$ cat src/rtl/command_executor.sv
// command_executor: turns decoded host commands into memory accesses and
// sends the response bytes (ACK, NAK or read data) to a UART transmitter.
// Optional feature macro: EXEC_WRITE_ECHO_EN. When it is defined, each write
// reads the same address back and sends ACK followed by the 4 read-back bytes.
module command_executor #(
  parameter logic [7:0] ACK_BYTE = 8'h06,
  parameter logic [7:0] NAK_BASE = 8'hE0
) (
  input  logic        clock,
  input  logic        reset,
  input  logic [14:0] i_address,
  input  logic [31:0] i_data,
  input  logic        i_readwrite,
  input  logic [1:0]  i_error,
  input  logic        i_done,
  output logic        o_mem_en,
  output logic        o_mem_we,
  output logic [14:0] o_mem_addr,
  output logic [31:0] o_mem_wdata,
  input  logic [31:0] i_mem_rdata,
  output logic [7:0]  o_tx_byte,
  output logic        o_tx_start,
  input  logic        i_tx_busy,
  output logic        o_busy,
  output logic        o_dropped,
  output logic [3:0]  o_state
);

  typedef enum logic [3:0] {
    IDLE       = 4'd0,
    WRITE      = 4'd1,
    READ       = 4'd2,
    READ_LATCH = 4'd3,
    SEND_START = 4'd4,
    SEND_GUARD = 4'd5,
    SEND_WAIT  = 4'd6,
    DONE       = 4'd7
  } state_t;

`ifdef EXEC_WRITE_ECHO_EN
  localparam bit ECHO_EN = 1'b1;
`else
  localparam bit ECHO_EN = 1'b0;
`endif

  state_t      state_q, state_d;
  logic [14:0] addr_q, addr_d;
  logic [31:0] wdata_q, wdata_d;
  logic [31:0] shift_q, shift_d;
  logic [7:0]  tx_byte_q, tx_byte_d;
  logic [1:0]  cnt_q, cnt_d;
  logic        single_q, single_d;
  logic        ack_first_q, ack_first_d;
  logic        dropped_q, dropped_d;

  // Next-state logic: command acceptance, memory sequencing and the
  // byte-by-byte transmit handshake with the UART.
  always_comb begin
    state_d     = state_q;
    addr_d      = addr_q;
    wdata_d     = wdata_q;
    shift_d     = shift_q;
    tx_byte_d   = tx_byte_q;
    cnt_d       = cnt_q;
    single_d    = single_q;
    ack_first_d = ack_first_q;
    dropped_d   = i_done && (state_q != IDLE);
    case (state_q)
      IDLE: begin
        if (i_done) begin
          addr_d      = i_address;
          wdata_d     = i_data;
          cnt_d       = 2'd0;
          single_d    = 1'b0;
          ack_first_d = 1'b0;
          if (i_error != 2'd0) begin
            tx_byte_d = NAK_BASE | {6'b0, i_error};
            single_d  = 1'b1;
            state_d   = SEND_START;
          end else if (i_readwrite) begin
            state_d = READ;
          end else begin
            single_d    = !ECHO_EN;
            ack_first_d = ECHO_EN;
            state_d     = WRITE;
          end
        end
      end
      WRITE: begin
        if (ECHO_EN) begin
          state_d = READ;
        end else begin
          tx_byte_d = ACK_BYTE;
          state_d   = SEND_START;
        end
      end
      READ: state_d = READ_LATCH;
      READ_LATCH: begin
        shift_d   = i_mem_rdata;
        tx_byte_d = ack_first_q ? ACK_BYTE : i_mem_rdata[7:0];
        state_d   = SEND_START;
      end
      SEND_START: begin
        if (!i_tx_busy) state_d = SEND_GUARD;
      end
      SEND_GUARD: state_d = SEND_WAIT;
      SEND_WAIT: begin
        if (!i_tx_busy) begin
          if (single_q) begin
            state_d = DONE;
          end else if (ack_first_q) begin
            ack_first_d = 1'b0;
            tx_byte_d   = shift_q[7:0];
            state_d     = SEND_START;
          end else if (cnt_q == 2'd3) begin
            cnt_d   = 2'd0;
            state_d = DONE;
          end else begin
            cnt_d     = cnt_q + 2'd1;
            shift_d   = {8'h00, shift_q[31:8]};
            tx_byte_d = shift_q[15:8];
            state_d   = SEND_START;
          end
        end
      end
      DONE:    state_d = IDLE;
      default: state_d = IDLE;
    endcase
  end

  // State and datapath registers; reset clears everything so all outputs read 0.
  always_ff @(posedge clock) begin
    if (reset) begin
      state_q     <= IDLE;
      addr_q      <= '0;
      wdata_q     <= '0;
      shift_q     <= '0;
      tx_byte_q   <= '0;
      cnt_q       <= '0;
      single_q    <= 1'b0;
      ack_first_q <= 1'b0;
      dropped_q   <= 1'b0;
    end else begin
      state_q     <= state_d;
      addr_q      <= addr_d;
      wdata_q     <= wdata_d;
      shift_q     <= shift_d;
      tx_byte_q   <= tx_byte_d;
      cnt_q       <= cnt_d;
      single_q    <= single_d;
      ack_first_q <= ack_first_d;
      dropped_q   <= dropped_d;
    end
  end

  assign o_mem_en    = (state_q == WRITE) || (state_q == READ);
  assign o_mem_we    = (state_q == WRITE);
  assign o_mem_addr  = addr_q;
  assign o_mem_wdata = wdata_q;
  assign o_tx_byte   = tx_byte_q;
  assign o_tx_start  = (state_q == SEND_START) && !i_tx_busy;
  assign o_busy      = (state_q != IDLE);
  assign o_dropped   = dropped_q;
  assign o_state     = state_q;

endmodule

$ cat config.mk
export PLATFORM = sky130hd
export DESIGN_NAME = command_executor
export DESIGN_NICKNAME = d
export VERILOG_FILES = /design/src/rtl/command_executor.sv
export SDC_FILE = /design/constraint.sdc
export NUM_CORES = 1
export LEC_CHECK = 0
export CAP_MARGIN = 40
export CORE_MARGIN = 5
export CORE_UTILIZATION = 43
export DETAILED_ROUTE_END_ITERATION = 8
export PLACE_DENSITY = 0.9
export SYNTH_ARGS = -nofsm -noshare
export SYNTH_HDL_FRONTEND = slang
export SYNTH_SLANG_ARGS = --single-unit
export TNS_END_PERCENT = 20
$ cat constraint.sdc
create_clock -name clock -period 1.8 [get_ports clock]
set_clock_uncertainty 0.1 [all_clocks]
set_input_delay 0.36 -clock clock [delete_from_list [all_inputs] [get_ports clock]]
set_output_delay 0.36 -clock clock [all_outputs]
set_load 0.05 [all_outputs]
==> results.sh <==
export IMPL_critPathKind="register to output port"
export IMPL_fp_dieH_microns=102
export IMPL_wire_per_inst_microns=16.4
export IMPL_layoutNonFillerInstCount=719
export IMPL_vias=3872
export IMPL_grt_ovfl_total=0
export IMPL_vias_per_cell=5.39
export IMPL_period_needed_ns=1.78
export IMPL_die_area_sq_um=10400
export IMPL_max_clock_freq_ghz=0.561
export IMPL_ir_drop_mv=0.590
export IMPL_yosys_register_bits=86
export IMPL_start_kind="register"
export IMPL_layout_setup_ws_ns=0.0175
export IMPL_synth_avg_cell_area_sq_um=8.18
export IMPL_area_growth_pct=57.2
export IMPL_syn_nets=533
export IMPL_min_path_type="register to register"
export IMPL_yosysSeqAreaShare_pct=47.2
export IMPL_dpl_hpwl_mm=8.07
export IMPL_grt_pass1_vias=3663
export IMPL_hold_violations=0
export IMPL_seqPwrFrac_pct=40.5
export IMPL_synth_top_area_share_pct=47.2
export IMPL_swShare_pct=33.5
export IMPL_initialDrtViolationCount=199
export IMPL_maxCapViolations=0
export IMPL_track_usage_pct=21.3
export IMPL_grt_pass1_wl_mm=17.8
export IMPL_hold_ws_ns=0.360
export IMPL_drv_slew=0
export IMPL_routed_wl_mm=11.8
export IMPL_ys_types=45
export IMPL_dp_cells=689
export IMPL_power_frac_comb_pct=30.2
export IMPL_gp_congestion=0.920
export IMPL_power_internal_w=0.00344
export IMPL_drc=0
export IMPL_pwr_density_cell_nw_per_um2=902
export IMPL_fillers=623
export IMPL_rsz0062_at_grt="yes"
export IMPL_power_switching_w=0.00173
export IMPL_clk_latency_ns=0.35
export IMPL_end_kind="output port"
export IMPL_worst_path_max_delay_cell="dfxtp_4"
export IMPL_clock_path_buffers=2
export IMPL_syn_cell_area_sq_um=3650
export IMPL_path_clk_slew_ns=0.09
export IMPL_coreArea_sq_um=8260
export IMPL_drive_gt1_share_pct=25.6
export IMPL_period_share_pct=99.0
export IMPL_n_antenna_cell=0
export IMPL_synth_commonest_cells="nand2_1 (118), dfxtp_1 (86), a21oi_1 (75)"
export IMPL_clockPowerShare_pct=29.3
export IMPL_floorplan_initialDensity_pct=44.2
export IMPL_final_nets=696
export IMPL_cts_tree="built"
export IMPL_synth_async_reset_ratio_pct=0
export IMPL_synth_warnings=0
export IMPL_arrival_ns=1.32
export IMPL_dp_slack_ns=-0.245
export IMPL_outcome="finished, final reports clean"
export IMPL_synth_top_cell_by_area="dfxtp_1"
export IMPL_cts_max_level=3
export IMPL_synthFlopType="dfxtp_1"
export IMPL_die_w_microns=102
export IMPL_ios=150
export IMPL_cts_sinks=86
export IMPL_rows=33
export IMPL_synth_most_common_cell="nand2_1"
export IMPL_path_cells="nor2b_4 -> buf_6 -> and3_4 -> buf_12"
export IMPL_io_buffers=148
export IMPL_dr_pass1_iters=4
export IMPL_drtAntennaViolNets=0
export IMPL_required_ns=1.34
export IMPL_setup_tns_ns=0
export IMPL_finalSetupViolCount=0
export IMPL_synth_edff_count=0
export IMPL_antenna_found_initial=0
export IMPL_slowest_delay_ns=0.38
export IMPL_cts_buffers_inserted=9
export IMPL_p_leak_nw=2.25
export IMPL_synth_area_top_cells="dfxtp_1 (47%), nand2_1 (12%), a21oi_1 (10%), a311oi_2 (3.3%), nand3_1 (2.6%)"
export IMPL_grt_start_max_net_pins=48
export IMPL_cts_root_buf="clkbuf_8"
export IMPL_cp_max_fo=5
export IMPL_syn_instance_count=446
## stage by stage
step | total power [W] | utilization (%) | instance area [sq um]
floorplan | 0.00299 | - | 3680
global placement | 0.00356 | 63.9 | 5280
detailed placement | 0.00359 | 63.9 | 5280
CTS | 0.00513 | 67.4 | 5560
global route | 0.00540 | 69.4 | 5730
finish | 0.00517 | 69.4 | 5730
## kinds of logic (layout without fill, tap and decap cells)
group	count (synthesis)	after routing	share of synthesized area (%)
mux	5	5	1.41
other cells	1	1	0.103
fa+ha+maj	1	1	0.343
buf+inv	50	218	6.48
simple gates	176	176	21.0
flops	86	86	47.2
compound gates	127	127	23.5
## worst paths after layout
check / from / cells past startpoint / end / slack [ns]
max: o_state[2] / 4 / o_tx_start / 0.02
min: o_mem_wdata[20] / 2 / o_mem_wdata[20] / 0.36
max reg2reg: o_state[0] / 7 / shift_q[9] / 0.08
min reg2reg: o_mem_wdata[20] / 2 / o_mem_wdata[20] / 0.36
## worst max-delay path, delay by kind of cell, from the launching register on
| family | cells | cell delay [ns] |
|---|---|---|
| flip-flops | 1 | 0.38 |
| AND/OR/NAND/NOR | 2 | 0.35 |
| buffers and inverters | 2 | 0.25 |
## area by class of cell
class	count	area [sq um]	share of cell area, %
inverters	10	40.0	0.698
multi-input cells	310	1810	31.6
flip-flops and latches	86	1730	30.2
clock inverters	7	96.3	1.68
well taps	105	131	2.29
repair buffers	192	1800	31.3
clock buffers	9	124	2.16
## power by group through the flow
| stage | clock network [W] | logic (W) | registers (W) |
|---|---|---|---|
| after floorplan | 0 | 0.000506 | 0.00249 |
| after global placement | 0 | 0.00143 | 0.00214 |
| after detailed placement | 0 | 0.00145 | 0.00214 |
| after CTS | 0.00154 | 0.00150 | 0.00209 |
| after global routing | 0.00164 | 0.00165 | 0.00211 |
| final | 0.00151 | 0.00156 | 0.00209 |
## flip-flops by register name, summed over array words and instances (netlist names)
name / count
cnt_q: 2
o_dropped: 1
o_mem_addr: 15
o_mem_wdata: 32
o_state: 3
o_tx_byte: 8
shift_q: 24
single_q: 1
## timing repair
item / in CTS / in global routing
endpoints found under the setup margin: 16 / 28
pin swaps: 2 / 5
resized for setup: 12 / 20
hold buffers: 0 / 0
setup buffers: 5 / 9
## per-layer routing
metal	share of wire [%]	GRT usage [%]	vias up
li1	-	-	1877
met1	38	26.0	1808
met2	52	36.5	168
met3	8.5	6.28	19
met4	1.8	6.16	0
met5	0	0	-
## cell usage in the layout, fill, tap and decap left out, types with 3 or more instances in the layout
master           synthesis  final
nand2_1                118    116
nor2b_1                  4      3
dfxtp_1                 86     82
a21oi_1                 75     74
mux2i_1                  4      4
nand3_1                 19     18
a311oi_1                10     10
clkdlybuf4s50_1          0     83
dfxtp_4                  0      3
a311oi_2                 8      8
a22o_1                   3      3
inv_1                   10      8
nor2_4                   1      3
buf_6                    3      5
nand4_1                  9      9
buf_12                   0     10
nor2_1                  10      8
buf_4                    3     90
a221oi_1                 3      3
o21ai_0                 11     10
clkbuf_8                 0      9
No activity file was read; power rests on OpenSTA's default activity.
